File: src/rtl/bnn_seq_pkg.sv
// Shared types and defaults for the BNN frame sequencer.
package bnn_seq_pkg;

    localparam int unsigned DefaultRows    = 16;
    localparam int unsigned DefaultCols    = 16;
    localparam int unsigned DefaultClasses = 4;
    localparam int unsigned DefaultScoreW  = 7;

    typedef enum logic [1:0] {
        StLoad,
        StSettle,
        StArgmax,
        StOutput
    } state_e;

    typedef logic [DefaultCols-1:0]   row_t;
    typedef row_t [DefaultRows-1:0]   frame_t;
    typedef logic [DefaultScoreW-1:0] score_t;
    typedef score_t [DefaultClasses-1:0] scores_t;

    // Counter width that stays legal for a count of one.
    function automatic int unsigned cnt_width(input int unsigned n);
        return (n > 1) ? $clog2(n) : 1;
    endfunction

endpackage

File: src/rtl/bnn_frame_sequencer_if.sv
// Row input stream and result output handshake of the frame sequencer.
interface bnn_frame_sequencer_if
    import bnn_seq_pkg::*;
#(
    parameter int unsigned COLS      = DefaultCols,
    parameter int unsigned N_CLASSES = DefaultClasses,
    parameter int unsigned SCORE_W   = DefaultScoreW
) ();

    localparam int unsigned IdxW = cnt_width(N_CLASSES);

    logic                row_valid;
    logic                row_ready;
    logic [COLS-1:0]     row_data;
    logic                res_valid;
    logic                res_ready;
    logic [IdxW-1:0]     res_class;
    logic [SCORE_W-1:0]  res_score;

    // Environment side: supplies rows, consumes results.
    modport master (
        output row_valid, row_data, res_ready,
        input  row_ready, res_valid, res_class, res_score
    );

    // Sequencer side.
    modport slave (
        input  row_valid, row_data, res_ready,
        output row_ready, res_valid, res_class, res_score
    );

endinterface

File: src/rtl/bnn_argmax_seq.sv
// Captures a score vector and walks it one class per cycle to find the maximum.
module bnn_argmax_seq
    import bnn_seq_pkg::*;
#(
    parameter int unsigned N_CLASSES = DefaultClasses,
    parameter int unsigned SCORE_W   = DefaultScoreW,
    localparam int unsigned IdxW     = cnt_width(N_CLASSES)
) (
    input  logic                              clk_i,
    input  logic                              rst_ni,
    input  logic                              start_i,
    input  logic [N_CLASSES-1:0][SCORE_W-1:0] scores_i,
    output logic                              done_o,
    output logic [IdxW-1:0]                   res_idx_o,
    output logic [SCORE_W-1:0]                res_score_o
);

    logic [N_CLASSES-1:0][SCORE_W-1:0] score_q;
    logic [IdxW-1:0]    idx_q;
    logic [IdxW-1:0]    best_idx_q, best_idx_d;
    logic [SCORE_W-1:0] best_q, best_d;
    logic               run_q;
    logic               last;
    logic               take;

    // Strict-greater compare keeps the lowest index on ties.
    always_comb begin
        take       = score_q[idx_q] > best_q;
        best_d     = take ? score_q[idx_q] : best_q;
        best_idx_d = take ? idx_q : best_idx_q;
        last       = (idx_q == IdxW'(N_CLASSES - 1));
        done_o     = run_q & last;
    end

    // The final result is exposed alongside done_o so no extra cycle is spent.
    assign res_idx_o   = best_idx_d;
    assign res_score_o = best_d;

    // Score capture and per-class scan.
    always_ff @(posedge clk_i or negedge rst_ni) begin
        if (!rst_ni) begin
            score_q    <= '0;
            idx_q      <= '0;
            best_idx_q <= '0;
            best_q     <= '0;
            run_q      <= 1'b0;
        end else if (start_i) begin
            score_q    <= scores_i;
            idx_q      <= '0;
            best_idx_q <= '0;
            best_q     <= '0;
            run_q      <= 1'b1;
        end else if (run_q) begin
            best_q     <= best_d;
            best_idx_q <= best_idx_d;
            if (last) begin
                run_q <= 1'b0;
            end else begin
                idx_q <= idx_q + IdxW'(1);
            end
        end
    end

endmodule

File: src/rtl/bnn_frame_sequencer.sv
// Assembles an image frame for bnn_top, waits for it to settle, then reports the argmax.
module bnn_frame_sequencer
    import bnn_seq_pkg::*;
#(
    parameter int unsigned ROWS          = DefaultRows,
    parameter int unsigned COLS          = DefaultCols,
    parameter int unsigned N_CLASSES     = DefaultClasses,
    parameter int unsigned SCORE_W       = DefaultScoreW,
    parameter int unsigned SETTLE_CYCLES = 8
) (
    input  logic                              clk_i,
    input  logic                              rst_ni,
    bnn_frame_sequencer_if.slave              bus,
    output logic [ROWS-1:0][COLS-1:0]         frame_o,
    input  logic [N_CLASSES-1:0][SCORE_W-1:0] scores_i,
    output logic                              busy_o
);

    localparam int unsigned RowW    = cnt_width(ROWS);
    localparam int unsigned SettleW = cnt_width(SETTLE_CYCLES);
    localparam int unsigned IdxW    = cnt_width(N_CLASSES);

    state_e                    state_q;
    logic [RowW-1:0]           row_cnt_q;
    logic [SettleW-1:0]        settle_cnt_q;
    logic [ROWS-1:0][COLS-1:0] frame_q;
    logic                      row_ready_q;
    logic                      res_valid_q;
    logic [IdxW-1:0]           res_class_q;
    logic [SCORE_W-1:0]        res_score_q;
    logic                      busy_q;

    logic                      settle_done;
    logic                      am_done;
    logic [IdxW-1:0]           am_idx;
    logic [SCORE_W-1:0]        am_score;

    // Last settle cycle doubles as the score capture strobe.
    assign settle_done = (state_q == StSettle) &&
                         (settle_cnt_q == SettleW'(SETTLE_CYCLES - 1));

    bnn_argmax_seq #(
        .N_CLASSES (N_CLASSES),
        .SCORE_W   (SCORE_W)
    ) u_argmax (
        .clk_i       (clk_i),
        .rst_ni      (rst_ni),
        .start_i     (settle_done),
        .scores_i    (scores_i),
        .done_o      (am_done),
        .res_idx_o   (am_idx),
        .res_score_o (am_score)
    );

    // Frame FSM with registered handshake outputs.
    always_ff @(posedge clk_i or negedge rst_ni) begin
        if (!rst_ni) begin
            state_q      <= StLoad;
            row_cnt_q    <= '0;
            settle_cnt_q <= '0;
            frame_q      <= '0;
            row_ready_q  <= 1'b1;
            res_valid_q  <= 1'b0;
            res_class_q  <= '0;
            res_score_q  <= '0;
            busy_q       <= 1'b0;
        end else begin
            unique case (state_q)
                StLoad: begin
                    if (bus.row_valid && row_ready_q) begin
                        frame_q[row_cnt_q] <= bus.row_data;
                        busy_q             <= 1'b1;
                        if (row_cnt_q == RowW'(ROWS - 1)) begin
                            row_cnt_q    <= '0;
                            settle_cnt_q <= '0;
                            row_ready_q  <= 1'b0;
                            state_q      <= StSettle;
                        end else begin
                            row_cnt_q <= row_cnt_q + RowW'(1);
                        end
                    end
                end
                StSettle: begin
                    if (settle_done) begin
                        state_q <= StArgmax;
                    end else begin
                        settle_cnt_q <= settle_cnt_q + SettleW'(1);
                    end
                end
                StArgmax: begin
                    if (am_done) begin
                        res_valid_q <= 1'b1;
                        res_class_q <= am_idx;
                        res_score_q <= am_score;
                        state_q     <= StOutput;
                    end
                end
                StOutput: begin
                    if (bus.res_ready) begin
                        res_valid_q <= 1'b0;
                        busy_q      <= 1'b0;
                        row_ready_q <= 1'b1;
                        state_q     <= StLoad;
                    end
                end
                default: begin
                    state_q <= StLoad;
                end
            endcase
        end
    end

    assign frame_o       = frame_q;
    assign busy_o        = busy_q;
    assign bus.row_ready = row_ready_q;
    assign bus.res_valid = res_valid_q;
    assign bus.res_class = res_class_q;
    assign bus.res_score = res_score_q;

endmodule

File: src/flat_wrapper.sv
// flat-port wrapper written by rule: the top's interface ports become plain ports
module bnn_frame_sequencer_flat import bnn_seq_pkg::*;
#(
    parameter int unsigned ROWS          = DefaultRows,
    parameter int unsigned COLS          = DefaultCols,
    parameter int unsigned N_CLASSES     = DefaultClasses,
    parameter int unsigned SCORE_W       = DefaultScoreW,
    parameter int unsigned SETTLE_CYCLES = 8
)
  (clk_i, rst_ni, frame_o, scores_i, busy_o, bus_row_valid, bus_row_data, bus_res_ready, bus_row_ready, bus_res_valid, bus_res_class, bus_res_score);
  bnn_frame_sequencer_if #(.COLS(COLS), .N_CLASSES(N_CLASSES), .SCORE_W(SCORE_W)) bus_i ();
  input  logic clk_i;
  input  logic rst_ni;
  output logic [ROWS-1:0][COLS-1:0] frame_o;
  input  logic [N_CLASSES-1:0][SCORE_W-1:0] scores_i;
  output logic busy_o;
  input wire logic [$bits(bus_i.row_valid)-1:0] bus_row_valid;
  input wire logic [$bits(bus_i.row_data)-1:0] bus_row_data;
  input wire logic [$bits(bus_i.res_ready)-1:0] bus_res_ready;
  output wire logic [$bits(bus_i.row_ready)-1:0] bus_row_ready;
  output wire logic [$bits(bus_i.res_valid)-1:0] bus_res_valid;
  output wire logic [$bits(bus_i.res_class)-1:0] bus_res_class;
  output wire logic [$bits(bus_i.res_score)-1:0] bus_res_score;
  assign bus_i.row_valid = bus_row_valid;
  assign bus_i.row_data = bus_row_data;
  assign bus_i.res_ready = bus_res_ready;
  assign bus_row_ready = bus_i.row_ready;
  assign bus_res_valid = bus_i.res_valid;
  assign bus_res_class = bus_i.res_class;
  assign bus_res_score = bus_i.res_score;
  bnn_frame_sequencer #(.ROWS(ROWS), .COLS(COLS), .N_CLASSES(N_CLASSES), .SCORE_W(SCORE_W), .SETTLE_CYCLES(SETTLE_CYCLES)) u_core (.clk_i(clk_i), .rst_ni(rst_ni), .bus(bus_i), .frame_o(frame_o), .scores_i(scores_i), .busy_o(busy_o));
endmodule
File: config.mk
export PLATFORM = sky130hd
export DESIGN_NAME = bnn_frame_sequencer_flat
export DESIGN_NICKNAME = d
export VERILOG_FILES = /design/src/rtl/bnn_seq_pkg.sv /design/src/rtl/bnn_frame_sequencer_if.sv /design/src/rtl/bnn_argmax_seq.sv /design/src/rtl/bnn_frame_sequencer.sv /design/src/flat_wrapper.sv
export SDC_FILE = /design/constraint.sdc
export NUM_CORES = 1
export LEC_CHECK = 0
export CAP_MARGIN = 30
export CORE_AREA = 2 2 166 168
export DETAILED_ROUTE_END_ITERATION = 16
export DIE_AREA = 0 0 168 170
export PLACE_DENSITY = 0.8
export SLEW_MARGIN = 20
export SYNTH_ARGS = -nofsm -noshare
export SYNTH_HDL_FRONTEND = slang
export SYNTH_SLANG_ARGS = --single-unit
File: constraint.sdc
create_clock -name clk_i -period 5.2 [get_ports clk_i]
set_clock_uncertainty 0.05 [all_clocks]
set_input_delay 1.04 -clock clk_i [delete_from_list [all_inputs] [get_ports clk_i]]
set_output_delay 1.04 -clock clk_i [all_outputs]
set_load 0.01 [all_outputs]
## After elaboration in Yosys (flattened, before gate mapping)

Cells that the tools add are included.

| cells by class | value |
|---|---|
| equal/unequal tests | 13 |
| reductions and logical operators | 16 |
| bitwise operators | 1 |
| mux-type cells | 37 |
| add/subtract/negate cells | 3 |
| order comparisons | 4 |

Operator list:

| cell | count |
|---|---|
| $bwmux W256 | 1 |
| $demux W16 S4 | 1 |
| $mux W7 | 4 |
| $mux W2 | 11 |
| $mux W16 | 1 |
| $bmux W7 S2 | 1 |
| $ne A2 B1 Y1 const B | 5 |
| $mux W1 | 9 |
| $mux W3 | 3 |
| $pmux W2 S4 | 1 |
| $reduce_and A4 Y1 | 2 |
| $reduce_bool A2 Y1 | 4 |
| $gt A7 B7 Y1 | 1 |
| $eq A2 B2 Y1 const B | 3 |
| $pmux W1 S2 | 3 |
| $pmux W3 S2 | 1 |
| $reduce_and A2 Y1 | 3 |
| $reduce_and A3 Y1 | 2 |
| $lt A4 B5 Y1 const B | 1 |
| $reduce_and A5 Y1 | 1 |
| $add A4 B1 Y4 const B | 1 |
| $eq A4 B4 Y1 const B | 1 |
| $ge A4 B1 Y1 const B | 1 |
| $mux W4 | 1 |
| 9 further kinds | 12 |

| word-level totals | value |
|---|---|
| output and inout port bits | 268 |
| register bits after elaboration | 317 |
| input port bits | 48 |
| word-level logic and storage cells | 106 |

## Depth between registers and ports, before layout

| logic depth | value |
|---|---|
| word-level depth | 6 |
| mapped depth | 9 |
| mapped depth without buffers | 8 |

## Hierarchy

Synthesis repeated with hierarchy kept, for this count alone.

| second synthesis, totals | value |
|---|---|
| cell total of the unflattened synthesis | 814 |
| area total of the unflattened synthesis | 13057.5 µm² |

By module, submodules not included:

| module | area an instance (µm²) | times used | seq. area each (µm²) | cells each |
|---|---|---|---|---|
| bnn_frame_sequencer | 10955.5 | 1 | 6932.9 | 660 |
| bnn_argmax_seq | 2102.0 | 1 | 1001.0 | 154 |

## Worst setup path before layout

Ideal clock, no wire load.

| timing | value |
|---|---|
| path kind | register to register |
| start point | register u_core.u_argmax.idx_q[0] |
| end point | register u_core.u_argmax.best_idx_q[0] |
| period minus slack after synthesis | 2664 ps |
| path buffers | 1 |
| arrival time | 2482 ps |
| data required time | 5018 ps |
| setup time | 132 ps |
| stages on the path, launching flop included | 9 |
| setup slack | 2536 ps |
| path through | dfrtp_1 -> buf_2 -> mux4_2 -> ha_1 -> a21oi_1 -> o21ai_0 -> o211ai_2 -> mux2i_1 -> nor2_1 |

| on the way | value |
|---|---|
| word-level cells in the longest chain between the ends | 6 |

Ends and longest elaborated chain:

| item | line | RTL |
|---|---|---|
| start, declared | bnn_argmax_seq.sv:19 | `logic [IdxW-1:0] idx_q;` |
| start signal, assigned | bnn_argmax_seq.sv:59 | `idx_q <= idx_q + IdxW'(1);` |
| $bmux W7 S2 | bnn_argmax_seq.sv:28 | `take = score_q[idx_q] > best_q;` |
| $mux W7 (implied by the code) | bnn_argmax_seq.sv:28 |  |
| $gt A7 B7 Y1 | bnn_argmax_seq.sv:28 |  |
| $mux W2 * | bnn_argmax_seq.sv:30 | `best_idx_d = take ? idx_q : best_idx_q;` |
| $mux W2 * | bnn_argmax_seq.sv:53 | `end else if (run_q) begin` |
| $mux W2 * | bnn_argmax_seq.sv:47 | `end else if (start_i) begin` |
| end signal, assigned | bnn_argmax_seq.sv:55 | `best_idx_q <= best_idx_d;` |
| end, declared | bnn_argmax_seq.sv:20 | `logic [IdxW-1:0] best_idx_q, best_idx_d;` |

Mark *: on every way between the ends. The rest lies on a longest branch, timed or not. The select of a mux whose other input is x is not followed.
A chain may end at the register's enable or synchronous reset.

## Final worst setup path

| timing | value |
|---|---|
| start point | register u_core.u_argmax.idx_q[0] |
| end point | register u_core.res_score_q[0], in the netlist u_core.bus.res_score[0] |

| on the way | value |
|---|---|
| word-level cells in the longest chain between the ends | 4 |
| elaborated cells on any way between the ends | 7 |
| classes of those cells | order compare: 1; eq/ne: 1; mux: 3; bitwise: 1; reduce/logical: 1 |

Ends and longest elaborated chain:

| item | line | RTL |
|---|---|---|
| $bmux W7 S2 | bnn_argmax_seq.sv:28, bnn_argmax_seq.sv:29 |  |
| $mux W7 (implied by the code) | bnn_argmax_seq.sv:28, bnn_argmax_seq.sv:29 |  |
| $gt A7 B7 Y1 | bnn_argmax_seq.sv:28 |  |
| $mux W7 | bnn_argmax_seq.sv:29 | `best_d = take ? score_q[idx_q] : best_q;` |
| end signal, assigned | bnn_frame_sequencer.sv:94 | `res_score_q <= am_score;` |
| end, declared | bnn_frame_sequencer.sv:30 | `logic [SCORE_W-1:0] res_score_q;` |

Parallel ways exist; a longest one is shown, timed or not. The select of a mux whose other input is x is not followed.

==> flow_summary.toml <==
[sta]
max_slew.worst_pin.slew_ps = 909.9
finalCriticalPeriod_ps = 3164
setup_ws_ps = 2036
finalSetupViolations = 0
hold_viol = 0
maxSlewViolCount = 0
rsz0062_at_grt = "no"
relSlewSlack = 0.3915
timing.fmax_ghz = 0.3161
post-route-period-util = 0.6084
fin_tns_setup_ps = 0
fin_worst_hold_slack_ps = 433.0

[yosys]
ys_async_sr_fraction = 1.000
synth_top_area_share = 0.5972
avgSynthCellArea_sq_um = 16.25
seq_area_frac_synth = 0.5992
synthFlopType = "dfrtp_1"
yosys.area.top_type = "dfrtp_1"
synth_cell_types = 38
yosysMostFrequentCell = "dfrtp_1"
synth.area.top_cells = "dfrtp_1 (60%), mux2_2 (18%), mux2_4 (7.9%), ha_1 (1.7%), mux2i_1 (1.5%)"
yosys_warnings = 0
synth_top_cells_by_count = "dfrtp_1 (316), mux2_2 (212), mux2_4 (70)"
synth-edff-count = 0
synth.net_count = 881
synthCells = 815
synth_seq_cells = 317
netlist_area_sq_mm = 0.01324

[placement]
post-dp-hpwl_mm = 23.20
port_buffers = 315
dpl_cell_area_sq_mm = 0.01652
pre_cts_ws_ps = 1867
gp_congestion = 0.8068
dp_cells = 1430

[clock_network]
root_buffer = "clkbuf_16"
clockBufferDepth = 3
cts.sinks = 317
post_cts_buffers = 0
cts_resized = 0
clkTransAtPathRegs_ps = 60
insertion_delay_ps = 500
cts-hold-fix-buffers = 0
cts-buffers-inserted = 34
cts_tree = "done"
htreeDepth = 2

[cells_and_area]
final_layout_size_suffix_gt1_frac = 0.3229
multi_input_area_sq_mm = 0.004910
final_cells = 1487
design_area_sq_mm = 0.01762
seq_area_sq_mm = 0.007934
n_antenna_cell = 0
fin_util = 0.6613
fill_cells = 1826
syn_to_final_growth_pct = 33.10
layout.nets = 1191

[grt]
grt-busiest-layer = "met2"
grt_use_met3 = 0.04256
use_met2 = 0.3967
first_global_vias = 8075
track_usage = 0.2338
grt_max_degree = 116
met1_usage = 0.3011
grt_pass1_wl_mm = 50.46
antenna_found_initial = 0
overflow = 0

[floorplan]
die_y_microns = 170
dieArea_sq_mm = 0.02856
io_pins = 316
rows = 60
start_util = 0.4968
die_w_microns = 168
core_area_sq_mm = 0.02665

[pwr]
p_sw_mw = 2.119
p_leak_nw = 8.428
power.density_mw_per_mm2 = 427.6
swShare = 0.2813
total_power_mw = 7.535
clkPwrFrac = 0.317
seq_power_share = 0.421
intPower_mw = 5.416
peakVddDrop_v = 0.0003177
share_comb_of_total_power = 0.262

[setup_path]
reg2reg_depth = 7
rrSetupSlack_ps = 2040
crit_end = "u_core.bus.res_score[0]"
arrival_ps = 3470
r2r-start = "u_core.u_argmax.idx_q[0]"
endpoint_kind = "flop"
cp-startpoint = "u_core.u_argmax.idx_q[0]"
reg2reg_to = "u_core.bus.res_score[0]"
start_kind = "flop"
crit_type = "reg2reg"
critPathMaxFanout = 11
critPathRequiredTime_ps = 5500

[routing]
finalWirelength_mm = 33.16
ant_nets = 0
remaining_drc_errors = 0
wl_per_cell_microns = 22.30
vias_per_cell = 5.300
firstDrtPassIters = 4
num_vias = 7881
dr.first_iter.drc_count = 529

[job]
maxCapViolCount = 0

[min_path]
min_path_type = "reg2reg"

[status]
outcome = "finished, final reports clean"
worst min path at each step:
stage               slack, ps                           to                         from  cells past startpoint
finish                    430          u_core.frame_o[222]          u_core.frame_o[222]                      1
global route              460          u_core.frame_o[222]          u_core.frame_o[222]                      1
global placement          420          u_core.frame_o[222]          u_core.frame_o[222]                      1
CTS                       440          u_core.frame_o[221]          u_core.frame_o[221]                      1
detailed placement        420          u_core.frame_o[221]          u_core.frame_o[221]                      1
floorplan                 430  u_core.u_argmax.score_q[14]  u_core.u_argmax.score_q[14]                      1
cells in the final DEF (no fill, tap or decap), types with 2 or more instances in the layout:
| master | instances |
|---|---|
| a21oi_1 | 16 |
| a22o_1 | 5 |
| buf_12 | 2 |
| bufinv_16 | 3 |
| clkbuf_1 | 8 |
| clkbuf_16 | 35 |
| clkbuf_8 | 5 |
| clkdlybuf4s50_1 | 314 |
| clkinv_2 | 5 |
| dfrtp_1 | 316 |
| ha_1 | 18 |
| inv_1 | 12 |
| mux2_1 | 4 |
| mux2_2 | 212 |
| mux2_4 | 70 |
| mux2i_1 | 20 |
| mux4_2 | 7 |
| nand2_1 | 13 |
| nand2_4 | 3 |
| nand2_8 | 2 |
| nand2b_1 | 5 |
| nand3_1 | 2 |
| nand3_4 | 4 |
| nand3b_1 | 2 |
| nor2_1 | 23 |
| nor2_4 | 4 |
| nor2_8 | 10 |
| o21ai_0 | 10 |
| xnor2_1 | 2 |
per-layer routing:
layer,routed length [microns],vias up,share of wire
li1,-,3507,-
met1,13730,4048,0.41
met2,16360,261,0.49
met3,1861,65,0.056
met4,1204,0,0.036
met5,0,-,0
worst max-delay path, stage by stage, from the launching register on:
cell	delay, ps
dfrtp_1	730
mux4_2	640
ha_1	350
a21oi_1	150
o21ai_0	200
o21ai_2	510
mux2i_1	280
a21oi_1	90
cell type report:
cell class / instances / share of cell area
flip-flops and latches: 317 / 0.4502
inverters: 13 / 0.002769
multi-input cells: 441 / 0.2786
clock inverters: 9 / 0.007029
clock buffers: 48 / 0.05531
well taps: 341 / 0.02421
repair buffers: 318 / 0.1819
power by group through the flow:
stage,registers (mW),logic (mW),clock network [mW]
3_3_place_gp,3.19,1.94,0
6_report,3.17,1.98,2.39
4_1_cts,3.17,2.00,2.44
3_5_place_dp,3.21,1.98,0
5_1_grt,3.23,2.15,2.54
2_1_floorplan,3.25,1.04,0
logic make-up after synthesis:
group                      share of synthesized area
adders and majority gates                    0.01701
muxes                                         0.2901
AOI/OAI and AO/OA                            0.01540
xor gates and xnor gates                    0.001985
DFF                                           0.5992
and+or+nand+nor                              0.04631
buffers and inverters                        0.02996
flip-flops by register name, indices dropped and copies added (netlist names), 3 cells and up:
register and count:
u_core.u_argmax.score_q 28, u_core.u_argmax.best_q 7, u_core.frame_o 256, u_core.bus.res_score 7, u_core.row_cnt_q 4, u_core.settle_cnt_q 3
Power figures use the tool's default switching activity.
==> edit 1, RTL diff (same settings) <==
Re-encode `state_e` (4 states) as one-hot, 4 bits wide.
--- a/src/rtl/bnn_seq_pkg.sv
+++ b/src/rtl/bnn_seq_pkg.sv
@@ -7,9 +7,9 @@
     localparam int unsigned DefaultScoreW  = 7;
 
-    typedef enum logic [1:0] {
-        StLoad,
-        StSettle,
-        StArgmax,
-        StOutput
+    typedef enum logic [3:0] {
+        StLoad   = 4'b0001,
+        StSettle = 4'b0010,
+        StArgmax = 4'b0100,
+        StOutput = 4'b1000
     } state_e;
 
Formal check against the unedited RTL: same outputs for any inputs over 4 cycles, from zero or initial values and one cycle with rst_ni low; so few cycles prove little.
==> edit 1 against the unedited design <==
  * Count of clock-buffer cells in the layout grew 5
  * Critical path depth is the same
  * Via count grew 5.2%
  * Setup slack lost 0.10 ns
  * Routed wire length grew 4.2%
  * Final area shrank 1.6%
  * Synthesized area shrank 2.9%
  * Sequential cell count grew 2
  * Critical path type unchanged
  * Critical endpoint is now u_core.u_argmax.best_q[2]
Power is not compared: it rests on default switching activity, and its combinational part moved more than twofold at a synthesized area within 25%.
==> edit 1: results (changes against the unedited design) <==
[grt]
antenna_found_initial=1  ; +1
grt_pass1_wl_um=52850  ; +4.7%
grt_use_total_pct=24.28  ; +0.90 points

[place]
routabilityCongestion=0.8926  ; +11%
placed_area_mm2=0.01622  ; -1.9%
pre_cts_ws_ns=1.653  ; -0.2138 ns
dp_cells=1448  ; +1.3%

[synth]
synth_fa_ha_area_share_pct=1.362  ; -0.34 points
syn_nets=899  ; +2.0%
synth_compound_area_share_pct=2.364  ; +0.82 points
yosysWarnings=0  ; unchanged
yosys-top-cells-area=dfrtp_1 (62%), mux2_2 (25%), ha_1 (1.4%)
syn-mean-instance-area_um2=15.37  ; -5.4%
synth.distinct_cells=47  ; +24%

[worst_hold_path]
hold_end=u_core.settle_cnt_q[0]
hp-start=u_core.settle_cnt_q[0]

[critical_path]
r2r_end=u_core.u_argmax.best_q[2]
r2r_setup_slack_ns=1.93  ; -0.10 ns

[detailed_routing]
routed_wl_um=34540  ; +4.2%
drt_iter0_drc=515  ; -2.6%
drt_pre_antenna_iters=5  ; +1
vias=8288  ; +5.2%

[sta]
worst_pin_slew_ns=0.9652  ; +0.05533 ns
timing.hold.ws_ns=0.4382  ; +0.005123 ns

[layout]
layout-drive-gt1-share_pct=32.08  ; -0.21 points
finalNetCount=1206  ; +1.3%

[run_status]
status=completed

[edit 1: changes by cell type after synthesis, moves of 12 or more]
cell / change
nand2_2: +12
mux2_4: -70
mux2_2: +72
nor2_1: -16
nand2_1: +13
[edit 1: layout make-up]
class	count	area (um2)
antenna	1	2.502
clock inverter	5	93.84
inverter	15	56.30
multi-input combinational	453	4528
tap	341	426.7
sequential	319	7985
clock buffer	53	1023
fill	1901	9306
timing repair buffer	321	3228
[edit 1: worst max path at each step]
stage,start,to,slack (ns),depth (start not counted)
after floorplan,u_core.u_argmax.idx_q[0],u_core.u_argmax.best_idx_q[0],2.42,7
after global placement,u_core.u_argmax.idx_q[0],u_core.u_argmax.best_q[1],1.84,6
after detailed placement,u_core.u_argmax.idx_q[0],u_core.u_argmax.best_q[2],1.65,6
after CTS,u_core.u_argmax.idx_q[0],u_core.u_argmax.best_q[2],1.64,6
after global routing,u_core.u_argmax.idx_q[0],u_core.u_argmax.best_q[4],1.72,7
final,u_core.u_argmax.idx_q[0],u_core.u_argmax.best_q[2],1.93,7
[edit 1: metal layers]
metal,vias up,track usage (%),share of wire [%]
li1,3601,-,-
met1,4307,30.49,40
met2,308,39.80,48
met3,72,7.256,7.7
met4,0,9.565,4.0
met5,-,0,0
[edit 1: worst max-delay path: cells and delay by family (launching register included)]
family | cells | cell delay [ns]
mux | 2 | 0.84
flops | 1 | 0.73
compound gates | 2 | 0.73
fa+ha+maj | 1 | 0.35
buf+inv | 1 | 0.30
simple gates | 1 | 0.18
[edit 1: power groups by stage]
stage                     Sequential, W  Combinational (W)  Clock, W
final                           0.00250           0.000158   0.00242
after global routing            0.00250           0.000177   0.00257
after CTS                       0.00250           0.000162   0.00247
after detailed placement        0.00255           0.000162         0
after global placement          0.00254           0.000159         0
after floorplan                 0.00254          0.0000397         0
==> edit 2, RTL diff (config.mk and constraints unchanged) <==
Made on the original files. Change the package constant `DefaultCols` from 16 to 18.
--- a/src/rtl/bnn_seq_pkg.sv
+++ b/src/rtl/bnn_seq_pkg.sv
@@ -3,5 +3,5 @@
 
     localparam int unsigned DefaultRows    = 16;
-    localparam int unsigned DefaultCols    = 16;
+    localparam int unsigned DefaultCols    = 18;
     localparam int unsigned DefaultClasses = 4;
     localparam int unsigned DefaultScoreW  = 7;
Interface: changed (resized bus_row_data and frame_o); port bits go from 316 to 350. No check against the original RTL was run, so the function may have changed too.
==> edit 2 against the unedited design <==
  * Sequential cell count rose by 32
  * Critical path type unchanged
  * Critical endpoint unchanged
  * Worst hold slack is essentially flat
  * Via count grew 9.9%
  * Count of clock-buffer cells in the layout rose by 2
  * Non-clock buffer count increased by 37
  * Power rose by 9.9%
  * Fmax down 2.3%
  * Setup slack worse by 0.075 ns
  * Routed wire length rose by 7.7%
  * Synthesized area rose by 6.5%
  * Final area grew 8.0%
  * Cell count rose by 7.1%
==> edit 2: results (changes against the unedited design) <==
[run_status]
status=completed

[layout]
layout.nonclk_buf_share_pct=18.68  ; +0.49 points
finalNetCount=1297  ; +8.9%
multi_input_area_mm2=0.005005  ; +1.9%
clkCellAreaFrac_pct=6.670  ; +0.44 points
utilization_pct=71.45  ; +5.3 points
nFillCells=1802  ; -1.3%
design.seq.count=349  ; +10%
layout-drive-gt1-share_pct=26.36  ; -5.9 points

[power]
pwr.group.sequential_w=0.00345  ; +8.8%
pg_clk_w=0.00275  ; +15%

[place]
dp_hpwl_um=24340  ; +4.9%
placed_area_mm2=0.01777  ; +7.5%
dp_cells=1531  ; +7.1%
routabilityCongestion=0.7588  ; -5.9%
port_buffers=349  ; +11%

[grt]
gr-usage-met3_pct=6.837  ; +2.6 points
grtUsageMet2_pct=41.43  ; +1.8 points
first_global_vias=9281  ; +15%
grt_pass1_wl_um=54870  ; +8.7%

[synth]
muxShareOfSynthArea_pct=28.46  ; -0.55 points
synth_common_cells=dfrtp_1 (348), mux2_2 (211), mux2_1 (87)

[detailed_routing]
m1WireLength_um=15080  ; +9.8%
vias_per_cell=5.438  ; +2.6%
wl_met3_um=2774  ; +49%

[sta]
fin_crit_sh_pct=62.28  ; +1.4 points
worst_pin_slew_ns=0.9638  ; +0.05388 ns

[clock_network]
numCtsBuffers=37  ; +8.8%

edit 2: cell count changes in the layout (fill, tap and decap cells not counted), moves of 2 or more:
cell	change
clkbuf_1	-3
clkbuf_8	+3
clkdlybuf4s50_1	+34
bufinv_16	+3
mux2_4	-50
nor2_8	-6
mux2_1	+83
nor2_4	+5
dfrtp_1	+32
buf_4	+4
clkbuf_16	+2
clkinvlp_4	+2
nand2_2	+2
edit 2: path summary, 6_finish.rpt:
check                                         startpoint                         end  slack, ns  depth (start not counted)
worst max-delay path            u_core.u_argmax.idx_q[0]     u_core.bus.res_score[0]       1.96                          7
worst min-delay path                 u_core.frame_o[194]         u_core.frame_o[194]       0.43                          1
worst max register to register  u_core.u_argmax.idx_q[0]     u_core.bus.res_score[0]       1.96                          7
worst min register to register       u_core.frame_o[194]         u_core.frame_o[194]       0.43                          1
max in group asynchronous                         rst_ni         u_core.frame_o[256]       3.28                          2
min in group asynchronous                         rst_ni  u_core.u_argmax.score_q[9]       0.58                          1
